$ cat config.mk
export PLATFORM = sky130hd
export DESIGN_NAME = cr_tx_scheduler
export DESIGN_NICKNAME = d
export VERILOG_FILES = /design/src/rtl/cr_tx_scheduler_pkg.sv /design/src/rtl/cr_rr_arbiter.sv /design/src/rtl/cr_tx_scheduler.sv
export SDC_FILE = /design/constraint.sdc
export NUM_CORES = 1
export LEC_CHECK = 0
export BUFFER_PORTS_ARGS = -buffer_cell sky130_fd_sc_hd__clkbuf_2
export CELL_PAD_IN_SITES_DETAIL_PLACEMENT = 0
export CELL_PAD_IN_SITES_GLOBAL_PLACEMENT = 1
export CORE_ASPECT_RATIO = 1.1
export CORE_MARGIN = 2
export CORE_UTILIZATION = 40
export CTS_BUF_LIST = sky130_fd_sc_hd__clkbuf_16
export DETAILED_ROUTE_END_ITERATION = 16
export PLACE_DENSITY_LB_ADDON = 0.08
export SYNTH_ARGS = -nofsm -noshare
export SYNTH_HDL_FRONTEND = slang
export SYNTH_HIERARCHICAL = 1
export SYNTH_SLANG_ARGS = --single-unit
$ cat constraint.sdc
create_clock -name clk -period 4.4 [get_ports clk]
set_clock_uncertainty 0.2 [all_clocks]
set_input_delay 0.44 -clock clk [delete_from_list [all_inputs] [get_ports clk]]
set_output_delay 0.44 -clock clk [all_outputs]
set_load 0.005 [all_outputs]
$ cat src/rtl/cr_tx_scheduler_pkg.sv
// Shared types and width helpers for the congestion-recovery transmit scheduler.
package cr_tx_scheduler_pkg;

    // Retransmit queue index width; the pending count needs one extra bit to hold a full queue.
    localparam int PKT_QUEUE_IND_W = 3;

    typedef enum logic {
        ST_EMPTY = 1'b0,
        ST_HOLD  = 1'b1
    } tx_state_e;

    function automatic int clogb2(input int value);
        int res;
        res = 0;
        for (int i = 0; i < 31; i++) begin
            if ((32'sd1 <<< i) < value) begin
                res = i + 32'sd1;
            end else begin
                res = res;
            end
        end
        return res;
    endfunction

endpackage

$ cat src/rtl/cr_rr_arbiter.sv
// Combinational round-robin pick: first eligible flow at or after the pointer, wrapping.
module cr_rr_arbiter
    import cr_tx_scheduler_pkg::*;
#(
    parameter int NUM_FLOWS = 16,
    parameter int FLOW_ID_W = clogb2(NUM_FLOWS)
)(
    input  logic [NUM_FLOWS-1:0] i_eligible,
    input  logic [FLOW_ID_W-1:0] i_rr_ptr,
    output logic                 o_found,
    output logic [FLOW_ID_W-1:0] o_winner
);

    logic [2*NUM_FLOWS-1:0] w_masked;
    logic [FLOW_ID_W:0]     w_idx;

    // Lower copy is masked below the pointer, upper copy is whole, so the lowest set bit wraps.
    always_comb begin
        w_masked = {i_eligible, i_eligible} & ({(2*NUM_FLOWS){1'b1}} << i_rr_ptr);
        w_idx    = '0;
        for (int i = 2*NUM_FLOWS-1; i >= 0; i--) begin
            if (w_masked[i]) begin
                w_idx = (FLOW_ID_W+1)'(i);
            end else begin
                w_idx = w_idx;
            end
        end
        o_found  = |i_eligible;
        o_winner = w_idx[FLOW_ID_W-1:0];
    end

endmodule

$ cat src/rtl/cr_tx_scheduler.sv
// Round-robin scheduler for CR retransmit pops with per-flow pending counts and in-flight locks.
module cr_tx_scheduler
    import cr_tx_scheduler_pkg::*;
#(
    parameter int NUM_FLOWS = 16,
    parameter int FLOW_ID_W = clogb2(NUM_FLOWS),
    parameter int CNT_W     = PKT_QUEUE_IND_W + 1
)(
    input  logic                 clk,
    input  logic                 rst_n,
    input  logic                 enq_valid,
    input  logic [FLOW_ID_W-1:0] enq_flow_id,
    input  logic                 flush_valid,
    input  logic [FLOW_ID_W-1:0] flush_flow_id,
    input  logic [NUM_FLOWS-1:0] pause,
    output logic                 tx_valid,
    output logic [FLOW_ID_W-1:0] tx_flow_id,
    input  logic                 tx_ready,
    input  logic                 done_valid,
    input  logic [FLOW_ID_W-1:0] done_flow_id,
    output logic                 err_overflow,
    output logic                 err_spurious_done
);

    localparam logic [CNT_W-1:0]     CNT_MAX = '1;
    localparam logic [CNT_W-1:0]     CNT_ONE = {{(CNT_W-1){1'b0}}, 1'b1};
    localparam logic [FLOW_ID_W-1:0] ID_ONE  = {{(FLOW_ID_W-1){1'b0}}, 1'b1};

    tx_state_e            r_state, w_state_nxt;
    logic [CNT_W-1:0]     r_cnt     [NUM_FLOWS];
    logic [CNT_W-1:0]     w_cnt_nxt [NUM_FLOWS];
    logic [NUM_FLOWS-1:0] r_inflight, w_inflight_nxt, w_eligible, w_dec;
    logic [FLOW_ID_W-1:0] r_rr_ptr, r_tx_flow_id, w_winner;
    logic                 r_err_overflow, r_err_spurious;
    logic                 w_found, w_load, w_issue, w_ovf, w_spur;

    // Eligibility uses registered counts and locks; a flow cleared by done waits one cycle.
    always_comb begin
        w_eligible = '0;
        for (int f = 0; f < NUM_FLOWS; f++) begin
            w_eligible[f] = (r_cnt[f] != '0) && !r_inflight[f] && !pause[f];
        end
    end

    cr_rr_arbiter #(
        .NUM_FLOWS (NUM_FLOWS),
        .FLOW_ID_W (FLOW_ID_W)
    ) u_arb (
        .i_eligible (w_eligible),
        .i_rr_ptr   (r_rr_ptr),
        .o_found    (w_found),
        .o_winner   (w_winner)
    );

    // Output FSM: reload when empty or when the held event is accepted.
    always_comb begin
        w_load      = 1'b0;
        w_issue     = 1'b0;
        w_state_nxt = r_state;
        case (r_state)
            ST_EMPTY: w_load = 1'b1;
            ST_HOLD:  w_load = tx_ready;
            default:  w_load = 1'b1;
        endcase
        w_issue = w_load && w_found;
        if (w_load) begin
            w_state_nxt = w_found ? ST_HOLD : ST_EMPTY;
        end else begin
            w_state_nxt = r_state;
        end
    end

    // Per-flow count and lock updates; flush beats enq, and enq plus issue of one flow nets to zero.
    always_comb begin
        w_dec          = '0;
        w_ovf          = 1'b0;
        w_spur         = 1'b0;
        w_inflight_nxt = r_inflight;
        for (int f = 0; f < NUM_FLOWS; f++) begin
            w_dec[f]     = w_issue && (w_winner == FLOW_ID_W'(f));
            w_cnt_nxt[f] = r_cnt[f];
            if (flush_valid && (flush_flow_id == FLOW_ID_W'(f))) begin
                w_cnt_nxt[f] = '0;
            end else if (enq_valid && (enq_flow_id == FLOW_ID_W'(f)) && !w_dec[f]) begin
                if (r_cnt[f] == CNT_MAX) begin
                    w_ovf = 1'b1;
                end else begin
                    w_cnt_nxt[f] = r_cnt[f] + CNT_ONE;
                end
            end else if (w_dec[f] && !(enq_valid && (enq_flow_id == FLOW_ID_W'(f)))) begin
                w_cnt_nxt[f] = r_cnt[f] - CNT_ONE;
            end else begin
                w_cnt_nxt[f] = r_cnt[f];
            end
            if (done_valid && (done_flow_id == FLOW_ID_W'(f))) begin
                if (r_inflight[f]) begin
                    w_inflight_nxt[f] = 1'b0;
                end else begin
                    w_spur = 1'b1;
                end
            end else begin
                w_inflight_nxt[f] = w_inflight_nxt[f];
            end
            if (w_dec[f]) begin
                w_inflight_nxt[f] = 1'b1;
            end else begin
                w_inflight_nxt[f] = w_inflight_nxt[f];
            end
        end
    end

    // FSM state register.
    always_ff @(posedge clk or negedge rst_n) begin
        if (!rst_n) begin
            r_state <= ST_EMPTY;
        end else begin
            r_state <= w_state_nxt;
        end
    end

    // Counters, locks, round-robin pointer, held flow id and sticky error flags.
    always_ff @(posedge clk or negedge rst_n) begin
        if (!rst_n) begin
            for (int f = 0; f < NUM_FLOWS; f++) begin
                r_cnt[f] <= '0;
            end
            r_inflight     <= '0;
            r_rr_ptr       <= '0;
            r_tx_flow_id   <= '0;
            r_err_overflow <= 1'b0;
            r_err_spurious <= 1'b0;
        end else begin
            for (int f = 0; f < NUM_FLOWS; f++) begin
                r_cnt[f] <= w_cnt_nxt[f];
            end
            r_inflight <= w_inflight_nxt;
            if (w_issue) begin
                r_rr_ptr     <= w_winner + ID_ONE;
                r_tx_flow_id <= w_winner;
            end
            if (w_ovf) begin
                r_err_overflow <= 1'b1;
            end
            if (w_spur) begin
                r_err_spurious <= 1'b1;
            end
        end
    end

    assign tx_valid          = (r_state == ST_HOLD);
    assign tx_flow_id        = r_tx_flow_id;
    assign err_overflow      = r_err_overflow;
    assign err_spurious_done = r_err_spurious;

endmodule
[After elaboration in Yosys (flattened, before gate mapping)]
Index checks and enable logic that the tools add are counted.
Storage, ports and cells
  output and inout bits: 7
  input port bits: 34
  flip-flop bits (word level): 91
Cells by class
  equality and inequality tests: 92
  shift operators: 1
  $add $sub $neg: 33
  reduce and logical (&&, ||, !) cells: 262
  bitwise gates (word level): 2
  mux-type cells: 210
Operator list (count)
  $mux 4: 96
  $eq 4x4->1 const B: 48
  $logic_and 1x1->1: 129
  $mux 1: 113
  $add 4x1->4 const B: 17
  $eq 4x3->1 const B: 16
  $logic_not 1->1: 64
  $reduce_bool 4->1: 16
  $sub 4x1->4 const B: 16
  $ne 3x3->1 const B: 16
  $reduce_bool 3->1: 16
  $and 32x32->32: 1
  $eq 4x2->1 const B: 8
  $reduce_and 2->1: 16
  $reduce_bool 2->1: 16
  $shl 32x4->32 const A: 1
  $eq 4x1->1 const B: 4
  $logic_not 4->1: 4
  $reduce_or 16->1: 1
  $pmux 1 s2: 1
  $not 1->1: 1

[Depth between registers and ports, before layout]
Gate-level depths: netlist (run 1).
  depth after elaboration: 87
  gate-level depth with buffers: 18
  gate-level depth less buffers: 18

[Modules after synthesis]
The synthesis (run 1) kept the hierarchy.
Modules (own cells, without submodules)
  cr_tx_scheduler: area an instance 6663.9 sq um, cells an instance 721, seq. area each 2277.2 sq um, instances 1
  cr_rr_arbiter: area an instance 643.1 sq um, cells an instance 107, seq. area each 0.0 sq um, instances 1

[Worst setup path after synthesis (run 1)]
No wires, ideal clock.
  kind: input port to flip-flop
  start: input port pause[15]
  end: register r_cnt[47] in the netlist's numbering
  library setup time: 122 ps
  data arrival time: 4061 ps
  data required time: 4078 ps
  setup slack: 17 ps
  path buffers: 0
  stages on the path: 17
  cells stage by stage: nor3_1 nand2b_1 a221oi_1 o211a_1 o311ai_1 a21boi_1 inv_1 ha_1 and3b_1 a311oi_2 inv_1 ha_1 a21o_1 a21oi_1 xor2_1 o21ai_0 a32o_1
Between the ends
  cells in the longest elaborated chain, start to end: 41
RTL lines
  from (decl): RTL line cr_tx_scheduler.sv:15  | input logic [NUM_FLOWS-1:0] pause,
  $logic_not 1->1 (*): RTL line cr_tx_scheduler.sv:41  | w_eligible[f] = (r_cnt[f] != '0) && !r_inflight[f] && !pause[f];
  $logic_and 1x1->1 (*): RTL line cr_tx_scheduler.sv:41
  $and 32x32->32 (*): RTL line cr_rr_arbiter.sv:19  | w_masked = {i_eligible, i_eligible} & ({(2*NUM_FLOWS){1'b1}} << i_rr_ptr);
  $mux 4 (16 in a row): RTL line cr_rr_arbiter.sv:22  | if (w_masked[i]) begin
  $mux 4 (*) (16 in a row): RTL line cr_rr_arbiter.sv:22
  named net w_winner[0]: RTL line cr_tx_scheduler.sv:33  | logic [FLOW_ID_W-1:0] r_rr_ptr, r_tx_flow_id, w_winner;
  $eq 4x3->1 (*): RTL line cr_tx_scheduler.sv:80  | w_dec[f] = w_issue && (w_winner == FLOW_ID_W'(f));
  $logic_and 1x1->1 (*): RTL line cr_tx_scheduler.sv:80
  $logic_not 1->1: RTL line cr_tx_scheduler.sv:84  | end else if (enq_valid && (enq_flow_id == FLOW_ID_W'(f)) && !w_dec[f]) begin
  $logic_and 1x1->1: RTL line cr_tx_scheduler.sv:84
  $ne 3x3->1 (no source line) (tied with other cells)
  $reduce_and 2->1 (no source line) / $mux 4 (equally long branches)
  to (signal, indexed assignment): RTL line cr_tx_scheduler.sv:134  | r_cnt[f] <= w_cnt_nxt[f];
  to (decl): RTL line cr_tx_scheduler.sv:30  | logic [CNT_W-1:0] r_cnt [NUM_FLOWS];
The timed path passes the listed nets; every way through them passes the cells marked *.
A chain may end at the register's enable or synchronous reset.

[Final worst setup path (run 1)]
  start: register r_cnt[41] in the netlist's numbering
  end: register r_cnt[35] in the netlist's numbering
Between the ends
  cells in the longest elaborated chain, start to end: 32
RTL lines
  $reduce_bool 4->1 (*): RTL line cr_tx_scheduler.sv:41
  $logic_and 1x1->1 (*) (2 in a row): RTL line cr_tx_scheduler.sv:41
  named net w_eligible[5]: RTL line cr_tx_scheduler.sv:32  | logic [NUM_FLOWS-1:0] r_inflight, w_inflight_nxt, w_eligible, w_dec;
  $and 32x32->32 (*): RTL line cr_rr_arbiter.sv:19
  $mux 4 (16 in a row): RTL line cr_rr_arbiter.sv:22
  $mux 4 (*) (6 in a row): RTL line cr_rr_arbiter.sv:22
  named net w_winner[0]: RTL line cr_tx_scheduler.sv:33
  $eq 4x3->1 (*): RTL line cr_tx_scheduler.sv:80
  $logic_and 1x1->1 (*): RTL line cr_tx_scheduler.sv:80
  $logic_not 1->1: RTL line cr_tx_scheduler.sv:84
  $logic_and 1x1->1: RTL line cr_tx_scheduler.sv:84
  $ne 3x3->1 (no source line) (tied with other cells)
  $reduce_and 2->1 (no source line) / $mux 4 (equally long branches)
Marks and branches as above.

==> results.py, run 1 <==
metrics = {
    "outcome": {
        "status": "finished, violations left",
        "violations": "hold timing",
    },
    "drt": {
        "wl_per_cell_um": 17.84,
        "vias_per_cell": 5.681,
        "dr.pass1.iters": 5,
        "drt-initial-drc-count": 348,
        "totalWireLength_mm": 23.12,
        "drc": 0,
        "vias": 7363,
        "ant_nets": 0,
    },
    "placement": {
        "portBuffers": 40,
        "dp_hpwl_mm": 17.96,
        "gp_congestion": 0.9417,
        "dp_slack_ps": -446.2,
        "dpl_cell_area_sq_um": 9158,
    },
    "cts": {
        "numCtsBuffers": 9,
        "insertion_delay_ps": 360,
        "cts_tree": "yes",
        "path_clk_slew_ps": 70,
        "clockRootBuffer": "clkbuf_16",
        "clock-sinks": 91,
        "clk_path_buf_depth": 2,
        "htreeDepth": 3,
        "hold_buffers": 0,
    },
    "logic_synthesis": {
        "syn_area_sq_um": 7307,
        "synthArstFlopShare": 1.000,
        "synth_seq_area_share": 0.3116,
        "synth_flop_cell": "dfrtp_1",
        "yosysWarnings": 6,
        "yosysUniqueCellTypes": 83,
        "synth.avg_cell_area_sq_um": 8.825,
        "syn-instance-count": 828,
        "syn_nets": 914,
        "synth-seq-cells": 91,
        "synth-edff-count": 0,
    },
    "finish": {
        "nets": 1139,
        "drive_gt1_frac": 0.3573,
        "area_growth_pct": 37.91,
        "postLayoutCellArea_sq_um": 10080,
        "nFillCells": 1614,
        "antennaDiodeCount": 0,
    },
    "timing": {
        "hold_viol_final": 5,
        "fin_ws_ps": 21.45,
        "setup_violations": 0,
        "timing.hold.ws_ps": -6.983,
        "worst_slew_pin_slew_ps": 943.9,
        "finalSetupTns_ps": 0,
        "rsz0062_at_grt": "true",
        "slew_headroom": 0.3659,
        "drv_slew": 0,
        "layout_min_cycle_time_ps": 4379,
        "max_clock_freq_mhz": 228.4,
        "period_share": 0.9951,
    },
    "power": {
        "p_per_area_nw_per_um2": 784.6,
        "p_clk_frac": 0.108,
        "peakVddDrop_uv": 357.0,
        "combPwrFrac": 0.680,
        "switching_power_uw": 3461,
        "seq_power_share": 0.212,
        "internal-power_uw": 4446,
        "fin_total_pwr_uw": 7907,
        "p_sw_frac": 0.4377,
        "total_leakage_power_uw": 0.004478,
    },
    "floorplanning": {
        "initial_core_util": 0.4104,
        "io_pins": 41,
        "num_rows": 51,
        "die_h_um": 145.8,
        "dieWidth_um": 132.9,
        "fp.dieArea_sq_um": 19370,
        "core_sq_um": 17800,
    },
    "global_route": {
        "grt_pass1_wl_mm": 37.18,
        "busiest_layer": "met2",
        "grt_pass1_vias": 7316,
        "antenna_found_initial": 0,
        "met3_usage": 0.02891,
        "grt_max_degree": 64,
        "met1_usage": 0.3114,
        "use_met2": 0.4158,
        "grt_usage": 0.2394,
        "grt-ovfl-total": 0,
    },
    "worst_setup_path": {
        "cp-start-kind": "flop",
        "cp_slowest_stage_delay_ps": 410,
        "cpMaxStageDelayCell": "dfrtp_1",
        "cp.buffers_inverters": 2,
        "crit_fanout": 4,
        "cp_top_family": "simple AND/OR/NAND/NOR gates",
        "worst_setup_path_end_kind": "flop",
        "cp_data_arrival_time_ps": 4460,
        "crit_chain": "nor4_4 -> nor3_2 -> or3_1 -> o211a_1 -> o311ai_4 -> a21boi_2 -> buf_6 -> ha_4 -> and3b_2 -> a311oi_4 -> inv_2 -> ha_4 -> a21o_1 -> a21oi_2 -> xnor2_1 -> or3_1 -> a21oi_2",
        "crit_type": "reg -> reg",
        "cp.required_ps": 4480,
    },
    "flow_run": {
        "maxCapViolCount": 0,
    },
    "worst_hold_path": {
        "hold_class": "in -> async",
    },
}
repair_timing:
item                                    4_1_cts  5_1_grt
pin swaps                                     7       54
setup buffers                                 0        6
gates resized for setup                      24       81
hold endpoints to repair                      0        0
endpoints found under the setup margin       45       33
power by group through the flow:
stage                     Sequential [uW]  Clock [uW]  Combinational [uW]
after global placement               1580           0                4620
after floorplan                      1570           0                2660
after CTS                            1620         869                4840
final                                1680         854                5380
after detailed placement             1590           0                4740
after global routing                 1730         907                5930
path summary, 6_finish.rpt:
kind | from | endpoint | slack (ps) | depth (start not counted)
setup / recovery | r_cnt[41] | r_cnt[35] | 20 | 17
hold / removal | rst_n | r_cnt[31] | -7 | 1
setup reg to reg | r_cnt[41] | r_cnt[35] | 20 | 17
hold reg to reg | tx_flow_id[1] | tx_flow_id[1] | 290 | 2
max in group asynchronous | rst_n | r_cnt[12] | 3030 | 2
min in group clk | done_valid | err_spurious_done | 200 | 2
worst register-to-register path: stages (launching register included):
cell	delay [ps]
dfrtp_1	410
nor4_4	380
nor3_2	110
or3_1	380
o211a_1	250
o311ai_4	310
a21boi_2	120
buf_6	150
ha_4	160
and3b_2	240
a311oi_4	360
inv_2	100
ha_4	220
a21o_1	160
a21oi_2	130
xnor2_1	90
or3_1	390
a21oi_2	140
synth_stat cells (4+ instances only):
master | instances | share of area
clkbuf_1 | 8 | 0.0041
nand2b_1 | 12 | 0.010
nor4_1 | 18 | 0.015
nand3b_1 | 9 | 0.0092
inv_2 | 8 | 0.0041
o21ai_1 | 10 | 0.0068
buf_2 | 12 | 0.0082
and3b_1 | 8 | 0.0096
o21ai_0 | 49 | 0.034
a311oi_2 | 4 | 0.0082
a21boi_1 | 6 | 0.0062
a211oi_2 | 7 | 0.012
o2111a_1 | 5 | 0.0077
nand2_1 | 79 | 0.041
inv_1 | 50 | 0.026
a21o_1 | 27 | 0.028
xor2_1 | 13 | 0.016
o311ai_2 | 5 | 0.011
and3_1 | 7 | 0.0060
nand4_1 | 19 | 0.016
or3_1 | 7 | 0.0060
mux2_2 | 5 | 0.0077
o31ai_1 | 16 | 0.016
o21bai_1 | 8 | 0.0082
a211oi_1 | 5 | 0.0051
o2bb2ai_1 | 5 | 0.0060
a32o_1 | 4 | 0.0055
nor2_1 | 51 | 0.026
a21oi_1 | 38 | 0.026
dfrtp_1 | 91 | 0.31
nand3_1 | 23 | 0.016
nor3_1 | 37 | 0.025
ha_1 | 36 | 0.062
nor2b_1 | 12 | 0.010
fa_1 | 16 | 0.044
o21a_1 | 5 | 0.0051
a2111oi_0 | 7 | 0.0084
a211o_1 | 4 | 0.0048
xnor2_1 | 24 | 0.029
metal layers:
layer	vias up	wire length, um	share of wire
li1	3544	-	-
met1	3620	10310	0.45
met5	-	0	0
met2	159	11510	0.50
met4	0	523	0.023
met3	40	785	0.034
per-stage QoR:
stage	util	std cells	hold WS (ps)
2_1_floorplan	-	828	-55.59
3_3_place_gp	0.5144	1274	270.9
3_5_place_dp	0.5144	1274	273.6
4_1_cts	0.5400	1290	32.16
5_1_grt	0.5660	1296	73.44
6_report	0.5660	1296	-6.983
layout by cell type, fill, tap and decap left out, types with 19 or more instances in the layout:
master / n
ha_1: 31
a21oi_1: 24
inv_1: 46
o21ai_0: 45
clkbuf_2: 39
buf_4: 195
nand4_1: 19
nand2_1: 79
nand3_1: 22
nor3_1: 22
xnor2_1: 22
dfrtp_1: 89
nor2_1: 51
a21o_1: 27
area by class of cell:
class	count	area [sq um]	share of cell area
multi-input combinational	654	5249	0.5209
timing repair buffer	239	1715	0.1702
clock buffer	9	225.2	0.02235
sequential	91	2280	0.2262
tap	238	297.8	0.02955
inverter	58	217.7	0.02160
clock inverter	7	92.59	0.009188
flip-flops by register name, indices dropped and copies added (netlist names):
name,flops
r_cnt,64
r_inflight,16
r_rr_ptr,4
tx_flow_id,4
err_overflow,1
err_spurious_done,1
tx_valid,1
cell families (layout without fill, tap and decap cells):
kind of cell | Yosys count | after routing | share of synthesized area
flip-flops | 91 | 91 | 0.3116
adder cells (fa/ha/maj) | 52 | 52 | 0.1055
AND/OR/NAND/NOR | 305 | 305 | 0.2193
AO/OA/AOI/OAI | 251 | 251 | 0.2581
multiplexers | 9 | 9 | 0.01490
XOR/XNOR | 37 | 37 | 0.04435
buffers and inverters | 83 | 313 | 0.04623
No activity file was read; power rests on OpenSTA's default activity.
==> inputs of run 2 (changes only) <==
--- a/config.mk
+++ b/config.mk
@@ -7,10 +7,10 @@
 export LEC_CHECK = 0
 export BUFFER_PORTS_ARGS = -buffer_cell sky130_fd_sc_hd__clkbuf_2
 export CELL_PAD_IN_SITES_DETAIL_PLACEMENT = 0
-export CELL_PAD_IN_SITES_GLOBAL_PLACEMENT = 1
+export CELL_PAD_IN_SITES_GLOBAL_PLACEMENT = 2
 export CORE_ASPECT_RATIO = 1.1
 export CORE_MARGIN = 2
-export CORE_UTILIZATION = 40
+export CORE_UTILIZATION = 35
 export CTS_BUF_LIST = sky130_fd_sc_hd__clkbuf_16
 export DETAILED_ROUTE_END_ITERATION = 16
 export PLACE_DENSITY_LB_ADDON = 0.08
==> run 2 against run 1 <==
  * The flow now finishes without violations
  * Maximum frequency is 1.0% higher
  * Worst hold slack better by 38 ps
  * Register-to-register slack improved by 40 ps
  * Global-route usage decreased by 1.5 points
  * Sequential share of layout area fell by 0.69 points
  * Total power up 4.8%
  * First-iteration DRC count up 25%
  * Critical path depth increased by 2
  * Critical endpoint is now r_cnt[7]
==> results.py, run 2 (synthesized netlist as in run 1, its figures left out) <==
metrics = {
    "outcome": {
        "status": "complete, no violations",
    },
    "worst_setup_path": {
        "cpMaxStageDelayCell": "dfrtp_1",
        "regToRegEndpoint": "r_cnt[7]",
        "critical_path.endpoint": "r_cnt[7]",
        "startpoint": "r_cnt[18]",
        "crit_fanout": 5,
        "cp.required_ps": 4450,
        "cp-start-kind": "flop",
        "worst_setup_path_end_kind": "flop",
        "path_common_cell": "inv_1",
        "crit_type": "reg -> reg",
        "cp_data_arrival_time_ps": 4390,
        "rr_worst_depth": 19,
        "cp_slowest_stage_delay_ps": 420,
        "r2r_slack_ps": 70,
        "crit_chain": "nor4_4 -> buf_4 -> nor3_4 -> inv_1 -> a221oi_2 -> o211a_1 -> o311ai_4 -> a21boi_4 -> inv_2 -> ha_4 -> and3_4 -> a311oi_2 -> inv_1 -> ha_1 -> a21o_1 -> a21oi_2 -> xor2_1 -> o21ai_1 -> a32o_1",
        "rr_startpoint": "r_cnt[18]",
    },
    "power": {
        "peakVddDrop_uv": 358.7,
        "p_clk_frac": 0.091,
        "p_sw_frac": 0.4471,
        "combPwrFrac": 0.711,
        "total_leakage_power_uw": 0.004594,
        "p_per_area_nw_per_um2": 798.3,
        "seq_power_share": 0.197,
        "internal-power_uw": 4582,
        "switching_power_uw": 3706,
    },
    "cts": {
        "cts_tree": "yes",
        "insertion_delay_ps": 360,
        "hold_buffers": 0,
        "clockRootBuffer": "clkbuf_16",
        "htreeDepth": 3,
        "path_clk_slew_ps": 70,
        "numCtsBuffers": 9,
        "clock-sinks": 91,
        "clk_path_buf_depth": 2,
    },
    "drt": {
        "dr.pass1.iters": 5,
        "vias": 7487,
        "wl_per_cell_um": 18.64,
        "ant_nets": 0,
        "drc": 0,
        "vias_per_cell": 5.608,
        "totalWireLength_mm": 24.89,
        "drt-initial-drc-count": 434,
    },
    "global_route": {
        "grt_pass1_wl_mm": 38.88,
        "antenna_found_initial": 0,
        "grt-ovfl-total": 0,
        "grt_max_degree": 71,
        "grt_pass1_vias": 7465,
        "grt_usage": 0.2248,
    },
    "placement": {
        "gp_congestion": 0.8517,
        "dpl_cell_area_sq_um": 9225,
        "portBuffers": 40,
        "dp_hpwl_mm": 19.07,
    },
    "finish": {
        "largest_register_ffs": 64,
        "postLayoutCellArea_sq_um": 10380,
        "final_common_cell": "buf_4",
        "drive_gt1_frac": 0.3818,
        "final_cell_mix": "buf_4 (212), dfrtp_1 (91), nand2_1 (78)",
        "nets": 1160,
        "fin_util": 0.5063,
        "antennaDiodeCount": 0,
        "top_register": "r_cnt",
        "nFillCells": 1939,
        "area_growth_pct": 42.09,
        "largestRegisters": "r_cnt x64, r_inflight x16",
    },
    "floorplanning": {
        "core_sq_um": 20510,
        "io_pins": 41,
        "fp.dieArea_sq_um": 22050,
        "num_rows": 55,
        "die_h_um": 155.5,
        "dieWidth_um": 141.8,
        "initial_core_util": 0.3563,
    },
    "timing": {
        "rsz0062_at_grt": "true",
        "max_clock_freq_mhz": 230.7,
        "period_share": 0.9852,
        "layout_min_cycle_time_ps": 4335,
        "worst_slew_pin_slew_ps": 982.5,
        "timing.hold.ws_ps": 31.28,
        "drv_slew": 0,
        "setup_violations": 0,
        "slew_headroom": 0.3400,
        "hold_viol_final": 0,
    },
    "worst_hold_path": {
        "hold_class": "in -> async",
    },
    "flow_run": {
        "maxCapViolCount": 0,
    },
}
-- run 2: cell types whose count changed in the layout (fill, tap and decap cells not counted), moves of 2 or more --
cell	before	now
buf_4	195	212
buf_6	5	8
bufinv_16	2	0
dfrtp_1	89	91
dfrtp_2	2	0
ha_1	31	25
ha_4	4	11
inv_6	0	2
nor2_1	51	48
nor2_4	1	3
o21ai_2	0	3
o311ai_4	3	5
-- run 2: worst min path at each step --
| stage | end | slack [ps] | start |
|---|---|---|---|
| 6_report | r_cnt[17] | 30 | rst_n |
| 5_1_grt | r_cnt[17] | 120 | rst_n |
| 4_1_cts | r_cnt[17] | 80 | rst_n |
| 3_5_place_dp | err_spurious_done | 270 | err_spurious_done |
| 3_3_place_gp | tx_flow_id[0] | 270 | tx_flow_id[0] |
| 2_1_floorplan | err_overflow | -60 | rst_n |
-- run 2: critical path, delay by kind of cell (launching register included) --
family                   cells  cell delay, ps
adder cells (fa/ha/maj)      2             470
flip-flops                   1             420
AO/OA/AOI/OAI                9            1790
AND/OR/NAND/NOR              3             620
XOR/XNOR                     1             240
buffers and inverters        4             460
-- run 2: through the flow --
step / worst slack (ps) / cells / setup TNS [ps] / power (uW)
floorplan: 17.49 / 828 / 0 / 4227
global placement: -382.3 / 1298 / -6600 / 6338
detailed placement: -409.4 / 1298 / -7635 / 6442
CTS: -3.672 / 1315 / -4.665 / 7380
global route: -137.7 / 1335 / -753.6 / 8953
finish: 65.33 / 1335 / 0 / 8288
-- run 2: power by group through the flow --
| stage | Sequential, uW | Combinational, uW | Clock, uW |
|---|---|---|---|
| final | 1640 | 5900 | 757 |
| after floorplan | 1570 | 2660 | 0 |
| after global placement | 1530 | 4800 | 0 |
| after global routing | 1690 | 6460 | 804 |
| after detailed placement | 1550 | 4890 | 0 |
| after CTS | 1580 | 5030 | 776 |
-- run 2: per-layer routing --
| metal | global-route usage | vias up | wire length, um |
|---|---|---|---|
| met1 | 0.2899 | 3729 | 10950 |
| met4 | 0.07619 | 0 | 652 |
| li1 | - | 3578 | - |
| met2 | 0.3902 | 148 | 12420 |
| met3 | 0.02793 | 32 | 862 |
| met5 | 0 | - | 0 |
-- run 2: cell type report --
cell class | instances | area, sq um | area share
clock buffers | 9 | 225.2 | 0.02169
inverters | 58 | 217.7 | 0.02097
well taps | 256 | 320.3 | 0.03085
multi-input cells | 654 | 5413 | 0.5213
repair buffers | 260 | 1884 | 0.1815
clock inverters | 7 | 45.04 | 0.004338
flip-flops and latches | 91 | 2277 | 0.2193
-- run 2: timing repair --
action,4_1_cts,5_1_grt
cloned,0,1
setup endpoints to repair,46,35
pin swaps,15,64
buffers inserted,1,20
gates resized for setup,27,104
==> inputs of run 3 (changes only) <==
--- a/config.mk
+++ b/config.mk
@@ -9,7 +9,7 @@
 export CELL_PAD_IN_SITES_DETAIL_PLACEMENT = 0
 export CELL_PAD_IN_SITES_GLOBAL_PLACEMENT = 2
 export CORE_ASPECT_RATIO = 1.1
-export CORE_MARGIN = 2
+export CORE_MARGIN = 3
 export CORE_UTILIZATION = 35
 export CTS_BUF_LIST = sky130_fd_sc_hd__clkbuf_16
 export DETAILED_ROUTE_END_ITERATION = 16
==> constraint.sdc (replaced) <==
create_clock -name clk -period 4.4 [get_ports clk]
set_clock_uncertainty 0.2 [all_clocks]
set_input_delay 0.44 -clock clk [delete_from_list [all_inputs] [get_ports clk]]
set_output_delay 0.44 -clock clk [all_outputs]
set_load 0.05 [all_outputs]
==> run 3 against run 2 <==
  * The flow now finishes with violations (hold timing, setup timing)
  * First-iteration DRC count fell by 29%
  * Sequential power hardly changed
  * Maximum frequency decreased by 1.5%
  * Die area increased by 2.7%
  * Worst hold slack worse by 65 ps
  * Global-route usage shrank 0.62 points
  * Wire length fell by 1.3%
  * Total power rose by 1.6%
  * Combinational power rose by 2%
  * Critical path depth decreased by 1
==> results.py, run 3 (synthesized netlist as in run 1, its figures left out) <==
metrics = {
    "worst_setup_path": {
        "cp-start-kind": "flop",
        "cp.buffers_inverters": 3,
        "crit_fanout": 3,
        "cp_data_arrival_time_ps": 4480,
        "worst_setup_path_end_kind": "flop",
        "cp_top_family": "compound AO/OA/AOI/OAI gates",
        "cpMaxStageDelayCell": "a311o_1",
        "cp_slowest_stage_delay_ps": 400,
        "cp.required_ps": 4480,
        "crit_chain": "nor4_2 -> buf_4 -> nor3_4 -> or3_1 -> o211a_1 -> o311ai_4 -> a21boi_4 -> buf_6 -> buf_4 -> ha_4 -> and3b_2 -> a311o_1 -> ha_1 -> a21o_1 -> a21oi_2 -> xnor2_1 -> or3_1 -> a21oi_1",
        "crit_type": "reg -> reg",
    },
    "drt": {
        "ant_nets": 0,
        "dr.pass1.iters": 5,
        "drt-initial-drc-count": 310,
        "vias_per_cell": 5.514,
        "vias": 7378,
        "wl_per_cell_um": 18.36,
        "drc": 0,
        "totalWireLength_mm": 24.57,
    },
    "timing": {
        "finalSetupTns_ps": -1.408,
        "max_clock_freq_mhz": 227.2,
        "layout_min_cycle_time_ps": 4401,
        "fin_ws_ps": -1.408,
        "hold_viol_final": 16,
        "drv_slew": 0,
        "worst_slew_pin_slew_ps": 915.8,
        "period_share": 1.000,
        "slew_headroom": 0.3894,
        "rsz0062_at_grt": "true",
        "timing.hold.ws_ps": -34.06,
        "setup_violations": 1,
    },
    "global_route": {
        "grt-ovfl-total": 0,
        "grt_usage": 0.2186,
        "grt_pass1_wl_mm": 39.10,
        "grt_pass1_vias": 7410,
        "antenna_found_initial": 0,
        "grt_max_degree": 64,
    },
    "finish": {
        "antennaDiodeCount": 0,
        "largest_register_ffs": 64,
        "final_common_cell": "buf_4",
        "ff_latch_area_sq_um": 2277,
        "multi_input_area_sq_um": 5376,
        "top_register": "r_cnt",
        "nets": 1167,
        "nFillCells": 1928,
        "postLayoutCellArea_sq_um": 10450,
        "largestRegisters": "r_cnt x64, r_inflight x16",
        "final_cell_mix": "buf_4 (215), dfrtp_1 (91), nand2_1 (77)",
        "drive_gt1_frac": 0.3840,
        "area_growth_pct": 42.94,
    },
    "cts": {
        "htreeDepth": 3,
        "cts_tree": "yes",
        "path_clk_slew_ps": 70,
        "numCtsBuffers": 9,
        "clk_path_buf_depth": 2,
        "insertion_delay_ps": 350,
        "clock-sinks": 91,
        "clockRootBuffer": "clkbuf_16",
    },
    "floorplanning": {
        "dieWidth_um": 143.8,
        "core_sq_um": 20200,
        "die_h_um": 157.5,
        "num_rows": 54,
        "io_pins": 41,
        "initial_core_util": 0.3617,
        "fp.dieArea_sq_um": 22650,
    },
    "placement": {
        "gp_congestion": 0.8717,
        "dpl_cell_area_sq_um": 9308,
        "portBuffers": 40,
        "dp_hpwl_mm": 19.48,
    },
    "power": {
        "total_leakage_power_uw": 0.004635,
        "peakVddDrop_uv": 300.0,
        "p_per_area_nw_per_um2": 806.0,
    },
    "flow_run": {
        "maxCapViolCount": 0,
    },
    "worst_hold_path": {
        "hold_class": "in -> async",
    },
    "outcome": {
        "violations": "hold timing, setup timing",
        "status": "finished, violations left",
    },
}
==> run 3: layer usage <==
layer | vias to the layer above | routed length [um] | share of wire | global-route usage
met5 | - | 0 | 0 | 0
met4 | 0 | 592 | 0.024 | 0.06457
met3 | 32 | 708 | 0.029 | 0.03069
met2 | 115 | 12420 | 0.51 | 0.3796
met1 | 3640 | 10850 | 0.44 | 0.2827
li1 | 3591 | - | - | -
==> run 3: what timing repair did <==
action,4_1_cts,5_1_grt
cloned,0,1
endpoints found under the setup margin,58,33
pin swaps,8,67
gates resized for setup,39,94
setup buffers,0,18
endpoints found under the hold margin,0,0
hold buffers,0,0
==> run 3: final timing paths <==
kind,slack [ps],end,from,depth (start not counted)
setup / recovery,-1,r_cnt[27],r_cnt[41],18
hold / removal,-30,r_cnt[60],rst_n,1
setup reg to reg,-1,r_cnt[27],r_cnt[41],18
hold reg to reg,300,tx_flow_id[1],tx_flow_id[1],2
max in group asynchronous,3000,r_cnt[35],rst_n,2
min in group clk,200,err_spurious_done,done_valid,2
==> run 3: per-stage QoR <==
stage | power, uW | cells | setup WS [ps] | util
finish | 8418 | 1338 | -1.408 | 0.5170
global route | 9084 | 1338 | -185.4 | 0.5170
CTS | 7707 | 1320 | -29.60 | 0.4857
detailed placement | 6681 | 1304 | -583.6 | 0.4607
floorplan | 4307 | 828 | 17.49 | -
global placement | 6551 | 1304 | -540.8 | 0.4607
==> run 3: report_power, final <==
part           internal (uW)  total, uW  switching (uW)
Clock                    382        742             360
Combinational           3050       6020            2970
Sequential              1240       1660             414
Total                   4680       8420            3740
==> run 3: final cells by class <==
| class | instances | area share |
|---|---|---|
| multi-input cells | 654 | 0.5147 |
| flip-flops and latches | 91 | 0.2180 |
| repair buffers | 267 | 0.1906 |
| well taps | 252 | 0.03019 |
| clock buffers | 9 | 0.02156 |
| inverters | 58 | 0.02084 |
| clock inverters | 7 | 0.004073 |
